<file path="config.mk">
export PLATFORM = sky130hd
export DESIGN_NAME = traffic_phase_sequencer_flat
export DESIGN_NICKNAME = d
export VERILOG_FILES = /design/src/rtl/traffic_phase_sequencer_if.sv /design/src/rtl/traffic_phase_sequencer.sv /design/src/flat_wrapper.sv
export SDC_FILE = /design/constraint.sdc
export NUM_CORES = 1
export LEC_CHECK = 0
export CORE_UTILIZATION = 45
export DETAILED_ROUTE_END_ITERATION = 8
export PLACE_DENSITY = 0.71
export SLEW_MARGIN = 10
export SYNTH_ARGS = -nofsm -noshare
export SYNTH_HDL_FRONTEND = slang
export SYNTH_SLANG_ARGS = --single-unit
</file>
<file path="constraint.sdc">
create_clock -name CLK -period 3.7 [get_ports CLK]
set_clock_uncertainty 0.05 [all_clocks]
set_input_delay 1.11 -clock CLK [delete_from_list [all_inputs] [get_ports CLK]]
set_output_delay 1.11 -clock CLK [all_outputs]
set_load 0.1 [all_outputs]
</file>
<file path="src/rtl/traffic_phase_sequencer_if.sv">
// Signal bundle between the lane-sensor/request logic and the intersection sequencer.
interface traffic_phase_sequencer_if;
    logic       left_req_ns;
    logic       left_req_ew;
    logic       preempt;
    logic       night_mode;
    logic [2:0] light_ns;
    logic [2:0] light_ew;
    logic       arrow_ns;
    logic       arrow_ew;
    logic [3:0] phase;
    logic       tick;

    // Request side: drives demands and mode requests, observes lamps.
    modport master (
        output left_req_ns, left_req_ew, preempt, night_mode,
        input  light_ns, light_ew, arrow_ns, arrow_ew, phase, tick
    );

    // Sequencer side.
    modport slave (
        input  left_req_ns, left_req_ew, preempt, night_mode,
        output light_ns, light_ew, arrow_ns, arrow_ew, phase, tick
    );
endinterface

</file>
<file path="src/rtl/traffic_phase_sequencer.sv">
// Four-way intersection controller: timed phase FSM with demand-driven left
// arrows, emergency preemption and night flash mode.
module traffic_phase_sequencer #(
    parameter int unsigned TICK_CYCLES = 100000000,
    parameter int unsigned CNT_W       = 8,
    parameter int unsigned GREEN_T     = 20,
    parameter int unsigned YELLOW_T    = 3,
    parameter int unsigned ALLRED_T    = 2,
    parameter int unsigned ARROW_T     = 8
) (
    input  logic                       CLK,
    input  logic                       rst_n,
    traffic_phase_sequencer_if.slave   bus
);

    localparam int unsigned PW = $clog2(TICK_CYCLES);
    localparam logic [PW-1:0] PRESC_LAST = PW'(TICK_CYCLES - 1);

    localparam logic [3:0] S_ALLRED0   = 4'd0;
    localparam logic [3:0] S_NS_ARROW  = 4'd1;
    localparam logic [3:0] S_NS_GREEN  = 4'd2;
    localparam logic [3:0] S_NS_YELLOW = 4'd3;
    localparam logic [3:0] S_ALLRED1   = 4'd4;
    localparam logic [3:0] S_EW_ARROW  = 4'd5;
    localparam logic [3:0] S_EW_GREEN  = 4'd6;
    localparam logic [3:0] S_EW_YELLOW = 4'd7;
    localparam logic [3:0] S_ALLRED2   = 4'd8;
    localparam logic [3:0] S_PREEMPT   = 4'd9;
    localparam logic [3:0] S_FLASH     = 4'd10;

    localparam logic [2:0] L_RED = 3'b100;
    localparam logic [2:0] L_YEL = 3'b010;
    localparam logic [2:0] L_GRN = 3'b001;
    localparam logic [2:0] L_OFF = 3'b000;

    logic [3:0]       state_q, state_nxt;
    logic [PW-1:0]    presc_q, presc_nxt;
    logic             tick_q, tick_nxt;
    logic [CNT_W-1:0] timer_q, timer_nxt;
    logic             blink_q, blink_nxt;
    logic             dem_ns_q, dem_ns_nxt;
    logic             dem_ew_q, dem_ew_nxt;
    logic [2:0]       light_ns_q, light_ns_c;
    logic [2:0]       light_ew_q, light_ew_c;
    logic             arrow_ns_q, arrow_ns_c;
    logic             arrow_ew_q, arrow_ew_c;
    logic             expired_c;
    logic             changed_c;

    assign expired_c = tick_q && (timer_q == '0);
    assign changed_c = (state_nxt != state_q);

    // State register.
    always_ff @(posedge CLK) begin
        if (!rst_n) state_q <= S_ALLRED0;
        else        state_q <= state_nxt;
    end

    // Next-state: preemption beats night mode beats arrow demand.
    always_comb begin
        state_nxt = state_q;
        case (state_q)
            S_ALLRED0, S_ALLRED2: begin
                if (expired_c) begin
                    if (bus.preempt)         state_nxt = S_PREEMPT;
                    else if (bus.night_mode) state_nxt = S_FLASH;
                    else                     state_nxt = dem_ns_q ? S_NS_ARROW : S_NS_GREEN;
                end
            end
            S_ALLRED1: begin
                if (expired_c) begin
                    if (bus.preempt)         state_nxt = S_PREEMPT;
                    else if (bus.night_mode) state_nxt = S_FLASH;
                    else                     state_nxt = dem_ew_q ? S_EW_ARROW : S_EW_GREEN;
                end
            end
            S_NS_ARROW: begin
                if (bus.preempt)    state_nxt = S_NS_YELLOW;
                else if (expired_c) state_nxt = S_NS_GREEN;
            end
            S_NS_GREEN:  if (bus.preempt || expired_c) state_nxt = S_NS_YELLOW;
            S_NS_YELLOW: if (expired_c) state_nxt = S_ALLRED1;
            S_EW_ARROW: begin
                if (bus.preempt)    state_nxt = S_EW_YELLOW;
                else if (expired_c) state_nxt = S_EW_GREEN;
            end
            S_EW_GREEN:  if (bus.preempt || expired_c) state_nxt = S_EW_YELLOW;
            S_EW_YELLOW: if (expired_c) state_nxt = S_ALLRED2;
            S_PREEMPT:   if (!bus.preempt) state_nxt = S_ALLRED0;
            S_FLASH: begin
                if (bus.preempt)                      state_nxt = S_PREEMPT;
                else if (tick_q && !bus.night_mode)   state_nxt = S_ALLRED0;
            end
            default:     state_nxt = S_ALLRED0;
        endcase
    end

    // Prescaler, phase timer, blink phase and demand latches; a state change restarts timing.
    always_comb begin
        presc_nxt = (changed_c || (presc_q == PRESC_LAST)) ? '0 : presc_q + PW'(1);
        tick_nxt  = (presc_nxt == PRESC_LAST);
        blink_nxt = changed_c ? 1'b1 : (blink_q ^ tick_q);
        timer_nxt = timer_q;
        if (changed_c) begin
            case (state_nxt)
                S_NS_ARROW, S_EW_ARROW:           timer_nxt = CNT_W'(ARROW_T - 1);
                S_NS_GREEN, S_EW_GREEN:           timer_nxt = CNT_W'(GREEN_T - 1);
                S_NS_YELLOW, S_EW_YELLOW:         timer_nxt = CNT_W'(YELLOW_T - 1);
                S_ALLRED0, S_ALLRED1, S_ALLRED2:  timer_nxt = CNT_W'(ALLRED_T - 1);
                default:                          timer_nxt = '0;
            endcase
        end else if (tick_q && (timer_q != '0)) begin
            timer_nxt = timer_q - CNT_W'(1);
        end
        // A request in the final arrow cycle survives the clear.
        dem_ns_nxt = bus.left_req_ns | (dem_ns_q & ~(changed_c && (state_q == S_NS_ARROW)));
        dem_ew_nxt = bus.left_req_ew | (dem_ew_q & ~(changed_c && (state_q == S_EW_ARROW)));
    end

    // Lamp decode for the upcoming state, registered alongside the state.
    always_comb begin
        light_ns_c = L_RED;
        light_ew_c = L_RED;
        arrow_ns_c = 1'b0;
        arrow_ew_c = 1'b0;
        case (state_nxt)
            S_NS_ARROW:  arrow_ns_c = 1'b1;
            S_NS_GREEN: begin
                light_ns_c = L_GRN;
                arrow_ns_c = blink_nxt;
            end
            S_NS_YELLOW: light_ns_c = L_YEL;
            S_EW_ARROW:  arrow_ew_c = 1'b1;
            S_EW_GREEN: begin
                light_ew_c = L_GRN;
                arrow_ew_c = blink_nxt;
            end
            S_EW_YELLOW: light_ew_c = L_YEL;
            S_FLASH: begin
                light_ns_c = blink_nxt ? L_YEL : L_OFF;
                light_ew_c = blink_nxt ? L_RED : L_OFF;
            end
            default: ;
        endcase
    end

    // Timing, latch and output registers.
    always_ff @(posedge CLK) begin
        if (!rst_n) begin
            presc_q    <= '0;
            tick_q     <= 1'b0;
            timer_q    <= '0;
            blink_q    <= 1'b0;
            dem_ns_q   <= 1'b0;
            dem_ew_q   <= 1'b0;
            light_ns_q <= L_RED;
            light_ew_q <= L_RED;
            arrow_ns_q <= 1'b0;
            arrow_ew_q <= 1'b0;
        end else begin
            presc_q    <= presc_nxt;
            tick_q     <= tick_nxt;
            timer_q    <= timer_nxt;
            blink_q    <= blink_nxt;
            dem_ns_q   <= dem_ns_nxt;
            dem_ew_q   <= dem_ew_nxt;
            light_ns_q <= light_ns_c;
            light_ew_q <= light_ew_c;
            arrow_ns_q <= arrow_ns_c;
            arrow_ew_q <= arrow_ew_c;
        end
    end

    assign bus.light_ns = light_ns_q;
    assign bus.light_ew = light_ew_q;
    assign bus.arrow_ns = arrow_ns_q;
    assign bus.arrow_ew = arrow_ew_q;
    assign bus.phase    = state_q;
    assign bus.tick     = tick_q;

endmodule

</file>
<file path="src/flat_wrapper.sv">
// flat-port wrapper written by rule: the top's interface ports become plain ports
module traffic_phase_sequencer_flat 
#(
    parameter int unsigned TICK_CYCLES = 100000000,
    parameter int unsigned CNT_W       = 8,
    parameter int unsigned GREEN_T     = 20,
    parameter int unsigned YELLOW_T    = 3,
    parameter int unsigned ALLRED_T    = 2,
    parameter int unsigned ARROW_T     = 8
)
  (CLK, rst_n, bus_left_req_ns, bus_left_req_ew, bus_preempt, bus_night_mode, bus_light_ns, bus_light_ew, bus_arrow_ns, bus_arrow_ew, bus_phase, bus_tick);
  traffic_phase_sequencer_if bus_i ();
  input  logic CLK;
  input  logic rst_n;
  input wire logic [$bits(bus_i.left_req_ns)-1:0] bus_left_req_ns;
  input wire logic [$bits(bus_i.left_req_ew)-1:0] bus_left_req_ew;
  input wire logic [$bits(bus_i.preempt)-1:0] bus_preempt;
  input wire logic [$bits(bus_i.night_mode)-1:0] bus_night_mode;
  output wire logic [$bits(bus_i.light_ns)-1:0] bus_light_ns;
  output wire logic [$bits(bus_i.light_ew)-1:0] bus_light_ew;
  output wire logic [$bits(bus_i.arrow_ns)-1:0] bus_arrow_ns;
  output wire logic [$bits(bus_i.arrow_ew)-1:0] bus_arrow_ew;
  output wire logic [$bits(bus_i.phase)-1:0] bus_phase;
  output wire logic [$bits(bus_i.tick)-1:0] bus_tick;
  assign bus_i.left_req_ns = bus_left_req_ns;
  assign bus_i.left_req_ew = bus_left_req_ew;
  assign bus_i.preempt = bus_preempt;
  assign bus_i.night_mode = bus_night_mode;
  assign bus_light_ns = bus_i.light_ns;
  assign bus_light_ew = bus_i.light_ew;
  assign bus_arrow_ns = bus_i.arrow_ns;
  assign bus_arrow_ew = bus_i.arrow_ew;
  assign bus_phase = bus_i.phase;
  assign bus_tick = bus_i.tick;
  traffic_phase_sequencer #(.TICK_CYCLES(TICK_CYCLES), .CNT_W(CNT_W), .GREEN_T(GREEN_T), .YELLOW_T(YELLOW_T), .ALLRED_T(ALLRED_T), .ARROW_T(ARROW_T)) u_core (.CLK(CLK), .rst_n(rst_n), .bus(bus_i));
endmodule
</file>
# After elaboration in Yosys (flattened, before gate mapping)
# Memories as Yosys holds them, arrays and structs flattened.
# Index checks and enable logic that the tools add are counted.
dict set report totals {
  regBits 51
  rom_bits 64
  in_bits 6
  output_inout_bits 13
  elab_cells 84
  mem_count 1
}
# memory words word_bits read_ports rd_clocked_by_memory_dff write_ports line
set memory_table {}
lappend memory_table {{(name not given)} 16 4 1 0 0 traffic_phase_sequencer.sv:105} ;# case (state_nxt)
dict set report classes {
  n_addsub 2
  eq_ne 20
  mux 30
  bitwise_logic 7
  n_reduce_logical 13
}
# operator count
set op_table {}
lappend op_table {{4-bit 2-to-1 mux} 17}
lappend op_table {{27-bit equality test, second input constant} 2}
lappend op_table {{4-bit one-hot mux with 10 select lines} 1}
lappend op_table {{4-bit by 3-bit equality test with 1-bit output, second input constant} 7}
lappend op_table {{27-bit by 1-bit adder with 27-bit output, second input constant} 1}
lappend op_table {{27-bit 2-to-1 mux} 1}
lappend op_table {{3-bit one-hot mux with 3 select lines} 2}
lappend op_table {{4-bit by 2-bit equality test with 1-bit output, second input constant} 4}
lappend op_table {{4-bit equality test, second input constant} 4}
lappend op_table {{8-bit 2-to-1 mux} 2}
lappend op_table {{4-bit by 1-bit equality test with 1-bit output, second input constant} 2}
lappend op_table {{8-bit logical NOT} 1}
lappend op_table {{8-bit nonzero test} 1}
lappend op_table {{8-bit by 1-bit subtractor with 8-bit output, second input constant} 1}
lappend op_table {{2-bit 2-to-1 mux} 3}
lappend op_table {{1-bit logical AND} 5}
lappend op_table {{4-bit logical NOT} 1}
lappend op_table {{4-bit != test} 1}
lappend op_table {{1-bit one-hot mux with 2 select lines} 2}
lappend op_table {{3-bit 2-to-1 mux} 1}
lappend op_table {{1-bit bitwise AND} 2}
lappend op_table {{1-bit logical OR} 2}
lappend op_table {{1-bit NOT} 2}
lappend op_table {{1-bit bitwise OR} 2}
lappend op_table {{other kinds (5)} 5}

# Depth between registers and ports, before layout
# Gate-level depths: netlist of run 1.
dict set report logic_depth {
  word_depth 10
  ltp_mapped 11
  mapped_depth_nobuf 9
}

# Least setup slack after synthesis of run 1
# Ideal clock, no wire load.
dict set report synth_path {
  kind {register -> register}
  start {register u_core.state_q[1], in the netlist u_core.bus.phase[1]}
  end {register u_core.tick_q, in the netlist u_core.bus.tick}
  setup_time_ps 87
  arrival_time_ps 3073
  t_required_ps 3563
  setup_slack_ps 489
  path_stages_with_launch 10
  n_path_buf 3
  synth_period_minus_slack_ps 3211
  cell_sequence {dfxtp_1 clkbuf_1 buf_2 inv_1 o41ai_1 o21ai_0 a211o_1 or3_1 buf_4 nor4_4}
}
dict set report synth_between {
  elab_chain_cells 7
  word_cells_on_any_way 30
  classes_between {eq/ne (12); mux (15); reduce/logical (3)}
}
# element line
set synth_lines {}
lappend synth_lines {{from (decl)} traffic_phase_sequencer.sv:36} ;# logic [3:0] state_q, state_nxt;
lappend synth_lines {{from (signal assigned)} traffic_phase_sequencer.sv:56} ;# else state_q <= state_nxt;
lappend synth_lines {{4-bit equality test, or another cell as far along} traffic_phase_sequencer.sv:62} ;# case (state_q)
lappend synth_lines {{2-bit OR reduction, or another cell as far along} traffic_phase_sequencer.sv:62}
lappend synth_lines {{4-bit one-hot mux with 10 select lines} traffic_phase_sequencer.sv:62}
lappend synth_lines {{4-bit != test (*)} traffic_phase_sequencer.sv:51} ;# assign changed_c = (state_nxt != state_q);
lappend synth_lines {{1-bit logical OR (*)} traffic_phase_sequencer.sv:100} ;# presc_nxt = (changed_c || (presc_q == PRESC_LAST)) ? '0 : presc_q + PW'(1);
lappend synth_lines {{27-bit 2-to-1 mux (*)} traffic_phase_sequencer.sv:100}
lappend synth_lines {{27-bit equality test (*)} traffic_phase_sequencer.sv:101} ;# tick_nxt = (presc_nxt == PRESC_LAST);
lappend synth_lines {{to (signal assigned)} traffic_phase_sequencer.sv:162} ;# tick_q <= tick_nxt;
lappend synth_lines {{to (decl)} traffic_phase_sequencer.sv:38} ;# logic tick_q, tick_nxt;
# Every way passes the cells marked *; elsewhere a longest branch is shown, timed or not.
# A chain may end at the register's enable or synchronous reset.

# Worst setup path in the final report of run 1
dict set report layout_path {
  start {input bus_preempt}
  end {register u_core.light_ew_q[2], in the netlist u_core.bus.light_ew[2]}
}
dict set report layout_between {
  elab_chain_cells 7
  word_cells_on_any_way 19
  classes_between {eq/ne (4); mux (14); reduce/logical (1)}
}
# element line
set layout_lines {}
lappend layout_lines {{from (decl)} flat_wrapper.sv:17} ;# input wire logic [$bits(bus_i.preempt)-1:0] bus_preempt;
lappend layout_lines {{4-bit 2-to-1 mux, or another cell as far along} traffic_phase_sequencer.sv:72} ;# if (bus.preempt) state_nxt = S_PREEMPT;
lappend layout_lines {{4-bit 2-to-1 mux (on tied branches)} --}
lappend layout_lines {{4-bit one-hot mux with 10 select lines (*)} traffic_phase_sequencer.sv:62}
lappend layout_lines {{4-bit != test} traffic_phase_sequencer.sv:51}
lappend layout_lines {{1-bit 2-to-1 mux} traffic_phase_sequencer.sv:102} ;# blink_nxt = changed_c ? 1'b1 : (blink_q ^ tick_q);
lappend layout_lines {{3-bit 2-to-1 mux} traffic_phase_sequencer.sv:141} ;# light_ew_c = blink_nxt ? L_RED : L_OFF;
lappend layout_lines {{3-bit one-hot mux with 3 select lines (*)} traffic_phase_sequencer.sv:126} ;# case (state_nxt)
lappend layout_lines {{to (signal assigned)} traffic_phase_sequencer.sv:168} ;# light_ew_q <= light_ew_c;
lappend layout_lines {{to (decl)} traffic_phase_sequencer.sv:44} ;# logic [2:0] light_ew_q, light_ew_c;
# Marked as above.

==> results_dict.tcl, run 1 <==
set metrics [dict create \
    start_kind "primary input" \
    die_h_um 82.28 \
    cts_buffer_depth 2 \
    cts.sinks 51 \
    crit_buf_inv 1 \
    drtAntennaViolNets 0 \
    ys_warn_count 0 \
    tightest_slew_ps 579.1 \
    cts_max_level 2 \
    antenna_found_initial 0 \
    dr.pass1.iters 4 \
    cts_tree "done" \
    hp-class "reg2reg" \
    critPathKind "in2reg" \
    synth_commonest_cells "64 x nor2_1, 51 x dfxtp_1, 28 x nand2_1" \
    grt_pass1_wl_um 10820 \
    dpl.cell_count 444 \
    nets 385 \
    dp_hpwl_um 4695 \
    yosysTopAreaCell "dfxtp_1" \
    wirelength_um 6335 \
    synthTopCellsByArea "dfxtp_1 35%, nor2_1 8.3%, xnor2_1 5.7%" \
    place_area_sq_um 3094 \
    die-width_um 82.28 \
    synth_fp_nets 373 \
    synth_edf_count 0 \
    rsz0062_at_grt "no" \
    postSynthCellCount 364 \
    fillers 587 \
    async_flop_share_pct 0 \
    grt_util_all_layers_pct 20.90 \
    final_max_slew_viol_count 0 \
    cp_max_fo 6 \
    dieArea_sq_um 6770 \
    coreArea_sq_um 6061 \
    vdd_ir_drop_max_mv 0.2104 \
    end_kind "register" \
    stdcell_area_sq_um 3192 \
    first_iter_violations 125 \
    fin_cells 452 \
    start_util_pct 47.85 \
    slowest_delay_ps 510 \
    hold_violations 0 \
    cts_buffers 5 \
    power.density_nw_per_um2 292.9 \
    cp.required_ps 3870 \
    slew_headroom_pct 61.04 \
    dr_total_vias 2556 \
    setup_tns_ps 0 \
    viasPerCell 5.655 \
    yosys_register_bits 51 \
    portBuffers 18 \
    cp_slowest_cell "or4_1" \
    clk_pin_slew_ps 100 \
    grt.overflow.total 0 \
    first_global_vias 2380 \
    period_share_pct 85.40 \
    drt-wirelength-per-cell_um 14.02 \
    cts_hold_repair.buffers 0 \
    clk_latency_ps 310 \
    layout-drive-gt1-share_pct 9.549 \
    num_rows 28 \
    syn_area_sq_um 2900 \
    synth_flop_cell "dfxtp_1" \
    crit_chain "clkdlybuf4s50_1 -> and3b_1 -> nor4_4 -> a211o_2 -> a41oi_1 -> a211o_1 -> or4_1 -> a21o_1" \
    timing.max_cap.violations 0 \
    netlist.area_leader.share_pct 35.20 \
    max_freq_mhz 316.5 \
    post-route-util_pct 52.66 \
    cts_setup_buffers 0 \
    status "finished clean" \
    synth_cell_types 54 \
    n_antenna_cell 0 \
    path_delay_family "simple AND/OR/NAND/NOR gates" \
    cts-root-buf "clkbuf_8" \
    globalplace.congestion 0.8984 \
    synth.most_common_cell "nor2_1" \
    setup_viol 0 \
    fin_crit_ps 3160 \
    syn_to_final_growth_pct 10.05 \
    seq_area_sq_um 1021 \
    drc_errors 0 \
    fin_hold_ws_ps 456.8 \
    multiInputGateArea_sq_um 1738 \
    crit_arrival_ps 3330 \
    ioPinCount 19 \
    syn_area_per_cell_sq_um 7.968 \
    ys_seq_area_share_pct 35.20 \
    post_cts_resize_count 0 \
    grt_max_degree 19 \
    leakagePower_nw 1.142 \
]
==> power by group <==
group          switching, W  total [W]  leakage (nW)  internal [W]
Sequential       0.00000456   0.000558         0.412      0.000553
Combinational     0.0000183  0.0000323         0.680     0.0000140
Clock              0.000205   0.000345        0.0502      0.000140
Total              0.000228   0.000935          1.14      0.000707
==> final timing paths <==
check                                                     from                                end  slack (ps)  cells past startpoint
worst min register to register    u_core.presc_q[0]$_SDFF_PN0_       u_core.presc_q[0]$_SDFF_PN0_         460                      1
worst max-delay path                               bus_preempt  u_core.bus.light_ew[2]$_SDFF_PN1_         540                      8
worst min-delay path              u_core.presc_q[0]$_SDFF_PN0_       u_core.presc_q[0]$_SDFF_PN0_         460                      1
worst max register to register  u_core.timer_q[0]$_SDFFE_PN0P_  u_core.bus.light_ew[2]$_SDFF_PN1_         740                      9
==> state kept, by name, summed over array words and instances, names as in the netlist <==
name                 cells
u_core.presc_q          27
u_core.timer_q           8
u_core.bus.phase         4
u_core.bus.light_ew      3
u_core.bus.light_ns      3
u_core.blink_q           1
u_core.bus.arrow_ew      1
u_core.bus.arrow_ns      1
u_core.bus.tick          1
u_core.dem_ew_q          1
u_core.dem_ns_q          1
==> final cells by class <==
cell class	instances	share of cell area [%]
inverter	11	1.294
clock inverter	3	0.9016
clock buffer	5	2.156
timing repair buffer	25	6.272
tap	75	2.940
sequential	51	31.99
multi-input combinational	282	54.45
==> metrics by stage <==
stage          power (W)  setup WS, ps
2_1_floorplan  0.0005923         489.2
3_3_place_gp   0.0006019         232.3
3_5_place_dp   0.0006027         200.0
4_1_cts        0.0009504         541.7
5_1_grt        0.0009777         367.4
6_report       0.0009350         540.4
==> cells by family (layout without fill, tap and decap cells) <==
logic type / count (synthesis) / in the layout / share of synthesized area (%)
simple gates: 181 / 181 / 32.96
xor+xnor: 36 / 36 / 10.87
compound gates: 61 / 61 / 14.45
mux: 1 / 1 / 0.3451
fa+ha+maj: 3 / 3 / 1.294
flops: 51 / 51 / 35.20
buf+inv: 31 / 44 / 4.875
==> metal layers <==
layer	wire, um	GRT usage [%]	share of wire, %
met5	0	0	0
met4	65	5.614	1.0
met3	295	4.725	4.7
met2	2881	33.88	45
met1	3092	27.80	49
==> cell usage in the layout, fill, tap and decap left out, types with 3 or more instances in the layout <==
| cell type | count |
|---|---|
| clkbuf_8 | 5 |
| nand3b_1 | 3 |
| ha_1 | 3 |
| a31oi_1 | 5 |
| nand4_1 | 11 |
| nand4b_1 | 3 |
| clkdlybuf4s50_1 | 5 |
| nand2_1 | 28 |
| nor2b_1 | 4 |
| nor4b_1 | 3 |
| xor2_1 | 17 |
| nor4_1 | 6 |
| nor2_1 | 64 |
| and3_1 | 5 |
| o21ai_0 | 12 |
| nor3b_1 | 3 |
| nand2b_1 | 6 |
| xnor2_1 | 19 |
| a41oi_1 | 4 |
| a21o_1 | 4 |
| nor3_1 | 8 |
| o31ai_1 | 6 |
| inv_1 | 11 |
| and4_1 | 3 |
| dfxtp_1 | 51 |
| nand3_1 | 17 |
| buf_4 | 20 |
| and2_1 | 4 |
| a21oi_1 | 11 |
(Power assumes the default switching activity.)
==> inputs of run 2 (changes only) <==
- CTS_CLUSTER_SIZE: default -> 28
- PLACE_DENSITY: 0.71 -> 0.69
- clock period: 3.7 -> 2.9 ns (I/O delays scaled with it)
==> run 2 against run 1 <==
Final cell count up 4.6%. Largest power group unchanged. Global-route usage up 0.068 points. Worst setup slack worse by 460 ps. Critical path type unchanged. Count of clock-buffer cells in the layout up 1. Die area unchanged. Total power up 24%.
==> results_dict.tcl, run 2 (synthesis gave the netlist of run 1 again) <==
set metrics [dict create \
    cts-root-buf "clkbuf_8" \
    cts_buffer_depth 2 \
    post-route-util_pct 55.72 \
    place_area_sq_um 3252 \
    dpl.cell_count 464 \
    stdcell_area_sq_um 3377 \
    cp_max_fo 5 \
    leakagePower_nw 1.241 \
    setup_viol 0 \
    power.density_nw_per_um2 343.0 \
    grt_pass1_wl_um 10870 \
    max_freq_mhz 354.3 \
    drtAntennaViolNets 0 \
    first_global_vias 2344 \
    layout-drive-gt1-share_pct 16.83 \
    cts_tree "done" \
    first_iter_violations 120 \
    dieArea_sq_um 6770 \
    power.total_w 0.001158 \
    clk_pin_slew_ps 90 \
    num_rows 28 \
    hold_violations 0 \
    fin_crit_ps 2823 \
    portBuffers 18 \
    dr.pass1.iters 4 \
    final_common_cell "nor2_1" \
    slew_headroom_pct 71.57 \
    fin_cells 473 \
    largest_register "u_core.presc_q" \
    grt_max_degree 18 \
    largest_register_ff_count 27 \
    cts_buffers 5 \
    end_kind "register" \
    hp-class "reg2reg" \
    nets 406 \
    grt.overflow.total 0 \
    wirelength_um 6808 \
    clk_latency_ps 300 \
    cts.sinks 51 \
    die-width_um 82.28 \
    start_util_pct 47.85 \
    fillers 590 \
    start_kind "primary input" \
    period_share_pct 97.33 \
    status "finished clean" \
    layout_common_cells "63 x nor2_1, 47 x dfxtp_1, 40 x buf_4" \
    die_h_um 82.28 \
    cp.required_ps 3060 \
    globalplace.congestion 0.8544 \
    vdd_ir_drop_max_mv 0.1851 \
    n_antenna_cell 0 \
    drt-wirelength-per-cell_um 14.39 \
    ioPinCount 19 \
    cts_max_level 2 \
    grt_util_all_layers_pct 20.97 \
    syn_to_final_growth_pct 16.44 \
    final_max_slew_viol_count 0 \
    coreArea_sq_um 6061 \
    crit_arrival_ps 2980 \
    dr_total_vias 2682 \
    dp_hpwl_um 4995 \
    tightest_slew_ps 421.0 \
    drc_errors 0 \
    viasPerCell 5.670 \
    antenna_found_initial 0 \
    timing.max_cap.violations 0 \
    critPathKind "in2reg" \
    fin_hold_ws_ps 449.1 \
]
==> run 2: changes by cell type in the layout (fill, tap and decap cells not counted), sizes merged <==
cell and change:
buf +21, clkbuf +1, clkdlybuf4s50 -1, clkinv -1, clkinvlp +1, dlygate4sd2 +1
inv -1
==> run 2: per-stage QoR <==
step | setup TNS [ps] | worst slack, ps
CTS | 0 | 21.94
detailed placement | -10480 | -319.0
floorplan | 0 | 30.74
global route | -20.39 | -20.15
finish | 0 | 77.40
global placement | -8808 | -277.0
==> run 2: worst paths after layout <==
kind	start	end	slack [ps]	depth (start not counted)
max	bus_night_mode	u_core.bus.light_ew[2]$_SDFF_PN1_	80	8
min	u_core.presc_q[0]$_SDFF_PN0_	u_core.presc_q[0]$_SDFF_PN0_	450	1
max reg2reg	u_core.timer_q[1]$_SDFFE_PN0P_	u_core.bus.light_ew[2]$_SDFF_PN1_	150	9
min reg2reg	u_core.presc_q[0]$_SDFF_PN0_	u_core.presc_q[0]$_SDFF_PN0_	450	1
==> run 2: repair_timing <==
item                       in CTS  in global routing
setup endpoints to repair       6                 38
hold buffers                    0                  0
setup buffers                   0                  1
gates resized for setup         2                 10
pin swaps                       0                  6
==> run 2: routing by layer <==
metal / global-route usage [%] / share of wire (%) / up-vias
met5: 0 / 0 / -
met4: 6.491 / 1.2 / 0
met3: 3.626 / 2.8 / 6
met2: 35.21 / 48 / 47
met1: 27.21 / 48 / 1269
li1: - / - / 1360
==> run 2: power by group <==
part           total [W]  switching [W]  internal, W
clock network   0.000401       0.000232     0.000169
registers       0.000710     0.00000597     0.000704
logic          0.0000467      0.0000250    0.0000216
total            0.00116       0.000263     0.000895
==> run 2: area by class of cell <==
| class | count | area [sq um] | area share [%] |
|---|---|---|---|
| Inverter | 11 | 41.29 | 1.223 |
| Clock inverter | 2 | 12.51 | 0.3705 |
| Sequential cell | 51 | 1028 | 30.46 |
| Multi-Input combinational cell | 282 | 1768 | 52.35 |
| Clock buffer | 6 | 72.57 | 2.149 |
| Timing Repair Buffer | 46 | 360.3 | 10.67 |
| Tap cell | 75 | 93.84 | 2.779 |
==> run 2: worst max-delay path, cell delays in order <==
cell	delay (ps)
clkdlybuf4s50_1	460
nand2b_1	160
a31oi_1	190
o31ai_2	100
a21o_1	180
a211o_1	320
or4_1	500
a21o_1	190
